**config.mk**
```make
export PLATFORM = sky130hd
export DESIGN_NAME = mem_request_ctrl
export DESIGN_NICKNAME = d
export VERILOG_FILES = /design/src/rtl/mem_request_ctrl.sv
export SDC_FILE = /design/constraint.sdc
export NUM_CORES = 1
export LEC_CHECK = 0
export BUFFER_PORTS_ARGS = -buffer_cell sky130_fd_sc_hd__buf_2
export CORE_UTILIZATION = 25
export DETAILED_ROUTE_END_ITERATION = 12
export HOLD_SLACK_MARGIN = 0.08
export PLACE_DENSITY = 0.53
export RECOVER_POWER = 25
export SLEW_MARGIN = 25
export SYNTH_ARGS = -nofsm -noshare
export SYNTH_HDL_FRONTEND = slang
export SYNTH_SLANG_ARGS = --single-unit
```
**constraint.sdc**
```tcl
create_clock -name CLK -period 2.28 [get_ports CLK]
set_input_delay 0.228 -clock CLK [delete_from_list [all_inputs] [get_ports CLK]]
set_output_delay 0.228 -clock CLK [all_outputs]
set_load 0.02 [all_outputs]
```
**src/rtl/mem_request_ctrl.sv**
```systemverilog
// mem_request_ctrl
//   Data-memory request controller for the MIPS datapath. Turns a decoded
//   load/store into a registered request that is held until dhit, gates the
//   PC update on completion, and adds halt/flush handling, a watchdog that
//   parks the block in a sticky error state, and a saturating stall counter.
//
// Ports
//   CLK, nRST           clock, asynchronous active-low reset
//   ihit                instruction fetch complete this cycle
//   dhit                data access complete this cycle
//   dREN / dWEN         decoded load / store
//   daddr_in            ALU-computed data address
//   dstore_in           store data from the register file
//   halt                halt instruction decoded
//   flush               abort any outstanding request
//   dmemREN / dmemWEN   registered read / write request
//   dmemaddr            latched request address
//   dmemstore           latched store data
//   pcWEN               PC may advance this cycle (combinational)
//   busy                a request is outstanding
//   timeout_err         sticky watchdog error
//   stall_cnt           saturating count of request cycles without dhit
module mem_request_ctrl #(
    parameter int ADDR_W  = 32,
    parameter int DATA_W  = 32,
    parameter int TIMEOUT = 64,
    parameter int CNT_W   = 16
) (
    input  logic              CLK,
    input  logic              nRST,
    input  logic              ihit,
    input  logic              dhit,
    input  logic              dREN,
    input  logic              dWEN,
    input  logic [ADDR_W-1:0] daddr_in,
    input  logic [DATA_W-1:0] dstore_in,
    input  logic              halt,
    input  logic              flush,
    output logic              dmemREN,
    output logic              dmemWEN,
    output logic [ADDR_W-1:0] dmemaddr,
    output logic [DATA_W-1:0] dmemstore,
    output logic              pcWEN,
    output logic              busy,
    output logic              timeout_err,
    output logic [CNT_W-1:0]  stall_cnt
);

    typedef enum logic [1:0] {IDLE, REQ, ERR} state_t;

    // The wait counter only has to reach TIMEOUT-2: the error is taken on
    // the edge where it would step to TIMEOUT-1, i.e. after TIMEOUT-1
    // stalled cycles.
    localparam int WAIT_W  = (TIMEOUT > 2) ? $clog2(TIMEOUT) : 1;
    localparam int TO_LAST = (TIMEOUT >= 2) ? TIMEOUT - 2 : 0;
    localparam logic [WAIT_W-1:0] TO_LAST_W = WAIT_W'(TO_LAST);
    localparam logic [CNT_W-1:0]  CNT_MAX   = '1;

    state_t            state, state_n;
    logic [WAIT_W-1:0] wait_cnt;

    logic mem_op;
    logic start;
    logic timeout_hit;
    logic ld_req;      // latch a new request this edge
    logic clr_req;     // drop the enables this edge
    logic stall;       // request cycle without completion
    logic set_err;

    assign mem_op      = dREN | dWEN;
    assign start       = ihit & mem_op & ~halt & ~flush;
    assign timeout_hit = (TIMEOUT > 0) && (wait_cnt >= TO_LAST_W);
    assign busy        = (state == REQ);

    always_ff @(posedge CLK or negedge nRST) begin
        if (!nRST) state <= IDLE;
        else       state <= state_n;
    end

    always_comb begin
        state_n = state;
        pcWEN   = 1'b0;
        ld_req  = 1'b0;
        clr_req = 1'b0;
        stall   = 1'b0;
        set_err = 1'b0;
        case (state)
            IDLE: begin
                // A data op defers the PC update to its dhit cycle.
                pcWEN = ihit & ~mem_op & ~halt;
                if (start) begin
                    ld_req  = 1'b1;
                    state_n = REQ;
                end
            end
            REQ: begin
                // ihit is ignored here, so the REQ->IDLE edge can never
                // launch a back-to-back request.
                if (flush) begin
                    clr_req = 1'b1;
                    state_n = IDLE;
                end else if (dhit) begin
                    pcWEN   = 1'b1;
                    clr_req = 1'b1;
                    state_n = IDLE;
                end else begin
                    stall = 1'b1;
                    if (timeout_hit) begin
                        clr_req = 1'b1;
                        set_err = 1'b1;
                        state_n = ERR;
                    end
                end
            end
            ERR:     state_n = ERR;
            default: state_n = IDLE;
        endcase
    end

    // Request registers. Address and store data are only written on request
    // launch, so they stay put through REQ and afterwards.
    always_ff @(posedge CLK or negedge nRST) begin
        if (!nRST) begin
            dmemREN   <= 1'b0;
            dmemWEN   <= 1'b0;
            dmemaddr  <= '0;
            dmemstore <= '0;
        end else if (ld_req) begin
            dmemaddr  <= daddr_in;
            dmemstore <= dstore_in;
            dmemWEN   <= dWEN;
            dmemREN   <= dREN & ~dWEN;   // write wins over read
        end else if (clr_req) begin
            dmemREN   <= 1'b0;
            dmemWEN   <= 1'b0;
        end
    end

    always_ff @(posedge CLK or negedge nRST) begin
        if (!nRST) begin
            wait_cnt <= '0;
        end else if (ld_req) begin
            wait_cnt <= '0;
        end else if (stall) begin
            wait_cnt <= wait_cnt + WAIT_W'(1);
        end
    end

    always_ff @(posedge CLK or negedge nRST) begin
        if (!nRST) begin
            stall_cnt <= '0;
        end else if (stall && stall_cnt != CNT_MAX) begin
            stall_cnt <= stall_cnt + CNT_W'(1);
        end
    end

    always_ff @(posedge CLK or negedge nRST) begin
        if (!nRST)        timeout_err <= 1'b0;
        else if (set_err) timeout_err <= 1'b1;
    end

endmodule
```
==> impl_metrics.csv <==
group,metric,value,unit
sta,finClkSkew,6.31,ps
worst_setup_path,rr_startpoint,"state[1]$_DFFE_PN0P_",
final_layout,final_util,0.390,
worst_setup_path,critical_path.most_common_cell,"nand2_1",
clock_tree,cts.sinks,91,
sta,worst_pin_slew,769,ps
sta,min_period,2000,ps
clock_tree,path_clk_slew,60,ps
clock_tree,cts_setup_buffers,0,
worst_setup_path,crit_family,"simple AND/OR/NAND/NOR gates",
worst_setup_path,rrSetupSlack,280,ps
logic_synthesis,synth_cell_types,31,
grt,grt_pass1_vias,3242,
grt,antenna_found_initial,0,
worst_setup_path,startpoint,"state[1]$_DFFE_PN0P_",
outcome,run_status,"completed",
final_layout,fin_nets,685,
clock_tree,clk_latency,340,ps
logic_synthesis,synthTopCellsByArea,"dfrtp_1 61%, nand2_1 21%, xor2_1 4.2%, nand4_1 1.5%, nor3_1 1.3%",
clock_tree,cts_buffers,9,
die,die-area,0.0154,mm²
routing,drt_first_pass_iters,4,
logic_synthesis,synth_edf_count,0,
place,post-place-ws,278,ps
die,core,0.0145,mm²
clock_tree,root_buffer,"clkbuf_16",
final_layout,drive_above_1_share,0.302,
sta,finalSetupTns,0,ps
logic_synthesis,ys_ff_latch,91,
worst_setup_path,crit_type,"flip-flop to flip-flop",
die,rows,44,
grt,grt_max_degree,60,
worst_setup_path,cp_cell_sequence,"or4b_4 -> or3_2 -> buf_12 -> nand2_1 -> nand2_1",
sta,whs,93.7,ps
run,drv_cap,0,
worst_setup_path,cp-end-kind,"flip-flop",
power_and_ir_drop,p_per_area,1120,mW/mm²
routing,drt-total-wl,10100,µm
sta,setup-violations-final,0,
worst_setup_path,crit_fanout,59,
place,place_congestion,0.757,
logic_synthesis,yosysWarnings,0,
worst_setup_path,crit_slowest_cell,"or4b_4",
logic_synthesis,syn_area_per_cell,9.39,µm²
power_and_ir_drop,p_sw_frac,0.348,
routing,route.detailed.drc,0,
die,floorplan.initialDensity,0.256,
final_layout,multi_input_area,0.00136,mm²
routing,ant_nets,0,
sta,slew_headroom,0.487,
die,fp.dieH,124,µm
final_layout,antenna_cells,0,
sta,rsz0062_at_grt,"false",
routing,num_vias,3383,
final_layout,seqCellArea,0.00228,mm²
sta,finalHoldViolations,0,
hold_path,hold_class,"input port to flip-flop",
power_and_ir_drop,seqPwrFrac,0.386,
worst_setup_path,slowest_delay,560,ps
routing,wire_per_inst,12.6,µm
grt,grt_pass1_wl,15600,µm
clock_tree,cts_resized,0,
power_and_ir_drop,leakage,3.15,nW
grt,overflow,0,
final_layout,fill_cells,1470,
power_and_ir_drop,p_sw,2.22,mW
final_layout,area_growth,52.2,%
sta,fin_ws,278,ps
place,place_hpwl,6750,µm
logic_synthesis,yosysTopAreaCell,"dfrtp_1",
grt,grt_usage,0.133,
logic_synthesis,synth_top_flop_cell,"dfrtp_1",
logic_synthesis,synthArstFlopShare,1.00,
logic_synthesis,synthTopCellsByCount,"204 x nand2_1, 91 x dfrtp_1, 18 x xor2_1",
sta,finalCritPeriodShare,0.878,
sta,fmax,499,MHz
die,pin_count,157,
power_and_ir_drop,p_total,6.36,mW
logic_synthesis,yosysTopAreaCellShare,0.612,
logic_synthesis,yosysMostFrequentCell,"nand2_1",
logic_synthesis,synth_seq_area_share,0.612,
logic_synthesis,synth_fp_nets,471,
worst_setup_path,required,2510,ps
clock_tree,ctsHtreeMaxLevel,3,
power_and_ir_drop,p_clk_frac,0.303,
clock_tree,clk_path_buf_depth,2,
worst_setup_path,cp.arrival,2230,ps
place,numPortBuffers,156,
clock_tree,cts_tree,"done",
power_and_ir_drop,p_int,4.15,mW
power_and_ir_drop,vdd_drop_max,0.000395,V
logic_synthesis,netlist_instances,396,
die,chipWidth,124,µm
power_and_ir_drop,pwr-share-comb,0.311,
worst_setup_path,crit_buf_inv,1,
logic_synthesis,netlist_area,0.00372,mm²
hold_path,hold_start,"daddr_in[11]",
routing,routed_via_density,4.23,
sta,slew_violations,0,
worst_setup_path,crit_path_start_kind,"flip-flop",
routing,drt_iter0_markers,114,
==> flip-flops by register name (all words and copies together) (netlist names) <==
name	cells
wait_cnt	6
stall_cnt	16
state	2
timeout_err	1
dmemWEN	1
dmemaddr	32
dmemREN	1
dmemstore	32
==> power groups by stage <==
| stage | Combinational [mW] | Sequential, mW | Clock, mW |
|---|---|---|---|
| CTS | 2.01 | 2.46 | 2.00 |
| floorplan | 0.477 | 3.13 | 0 |
| global route | 2.20 | 2.53 | 2.07 |
| global placement | 1.90 | 2.47 | 0 |
| finish | 1.98 | 2.46 | 1.93 |
| detailed placement | 1.93 | 2.49 | 0 |
==> stage by stage <==
step	area (µm²)	std cells
2_1_floorplan	3720	396
3_3_place_gp	4750	729
3_5_place_dp	4750	729
4_1_cts	5680	799
5_1_grt	5660	799
6_report	5660	799
==> cells by family after synthesis <==
family,Yosys count,share of synthesized area
muxes,2,0.00605
AOI/OAI and AO/OA,8,0.0135
DFF,91,0.612
xor gates and xnor gates,18,0.0424
and+or+nand+nor,257,0.291
adders and majority gates,3,0.0101
buffers and inverters,17,0.0252
==> placed cells by master (no fill, tap or decap), drive strengths merged <==
| cell | instances |
|---|---|
| nand3 | 7 |
| a21oi | 1 |
| o31a | 1 |
| xor2 | 18 |
| dlygate4sd3 | 54 |
| and4 | 1 |
| or4b | 1 |
| nor2 | 11 |
| nand4 | 9 |
| dfrtp | 91 |
| nor3b | 2 |
| nand2b | 1 |
| o22ai | 1 |
| clkbuf | 12 |
| nor2b | 1 |
| or3 | 1 |
| o21ai | 3 |
| nor3 | 11 |
| buf | 161 |
| ha | 3 |
| nand3b | 1 |
| bufinv | 5 |
| and3 | 3 |
| o31ai | 1 |
| clkinv | 2 |
| nor4b | 1 |
| mux2 | 2 |
| nand2 | 204 |
| a211oi | 1 |
| nor4 | 3 |
| inv | 2 |
==> worst min-delay path, delay by kind of cell <==
family                 cells  cell delay (ps)
and+or+nand+nor            2              100
buffers and inverters      1               70
==> cell type report <==
| type | instances | area share |
|---|---|---|
| flip-flops and latches | 91 | 0.402 |
| repair buffers | 218 | 0.248 |
| multi-input cells | 288 | 0.240 |
| well taps | 184 | 0.0407 |
| clock buffers | 9 | 0.0398 |
| clock inverters | 7 | 0.0289 |
| inverters | 2 | 0.00133 |
==> path summary, 6_finish.rpt <==
kind	to	depth (start not counted)
setup / recovery	dmemstore[30]$_DFFE_PN0P_	5
hold / removal	dmemaddr[11]$_DFFE_PN0P_	3
setup reg to reg	dmemstore[30]$_DFFE_PN0P_	5
hold reg to reg	timeout_err$_DFFE_PN0P_	1
max in group asynchronous	dmemstore[1]$_DFFE_PN0P_	3
min in group asynchronous	stall_cnt[13]$_DFFE_PN0P_	2
==> timing repair <==
action,4_1_cts,5_1_grt
endpoints found under the setup margin,0,0
hold endpoints to repair,133,0
hold buffers,54,0
==> per-layer routing <==
| metal | GRT usage | up-vias | routed length, µm |
|---|---|---|---|
| li1 | - | 1681 | - |
| met1 | 0.166 | 1598 | 4470 |
| met2 | 0.215 | 92 | 4890 |
| met3 | 0.0348 | 12 | 567 |
| met4 | 0.0580 | 0 | 161 |
| met5 | 0 | - | 0 |
Power figures use the tool's default switching activity.
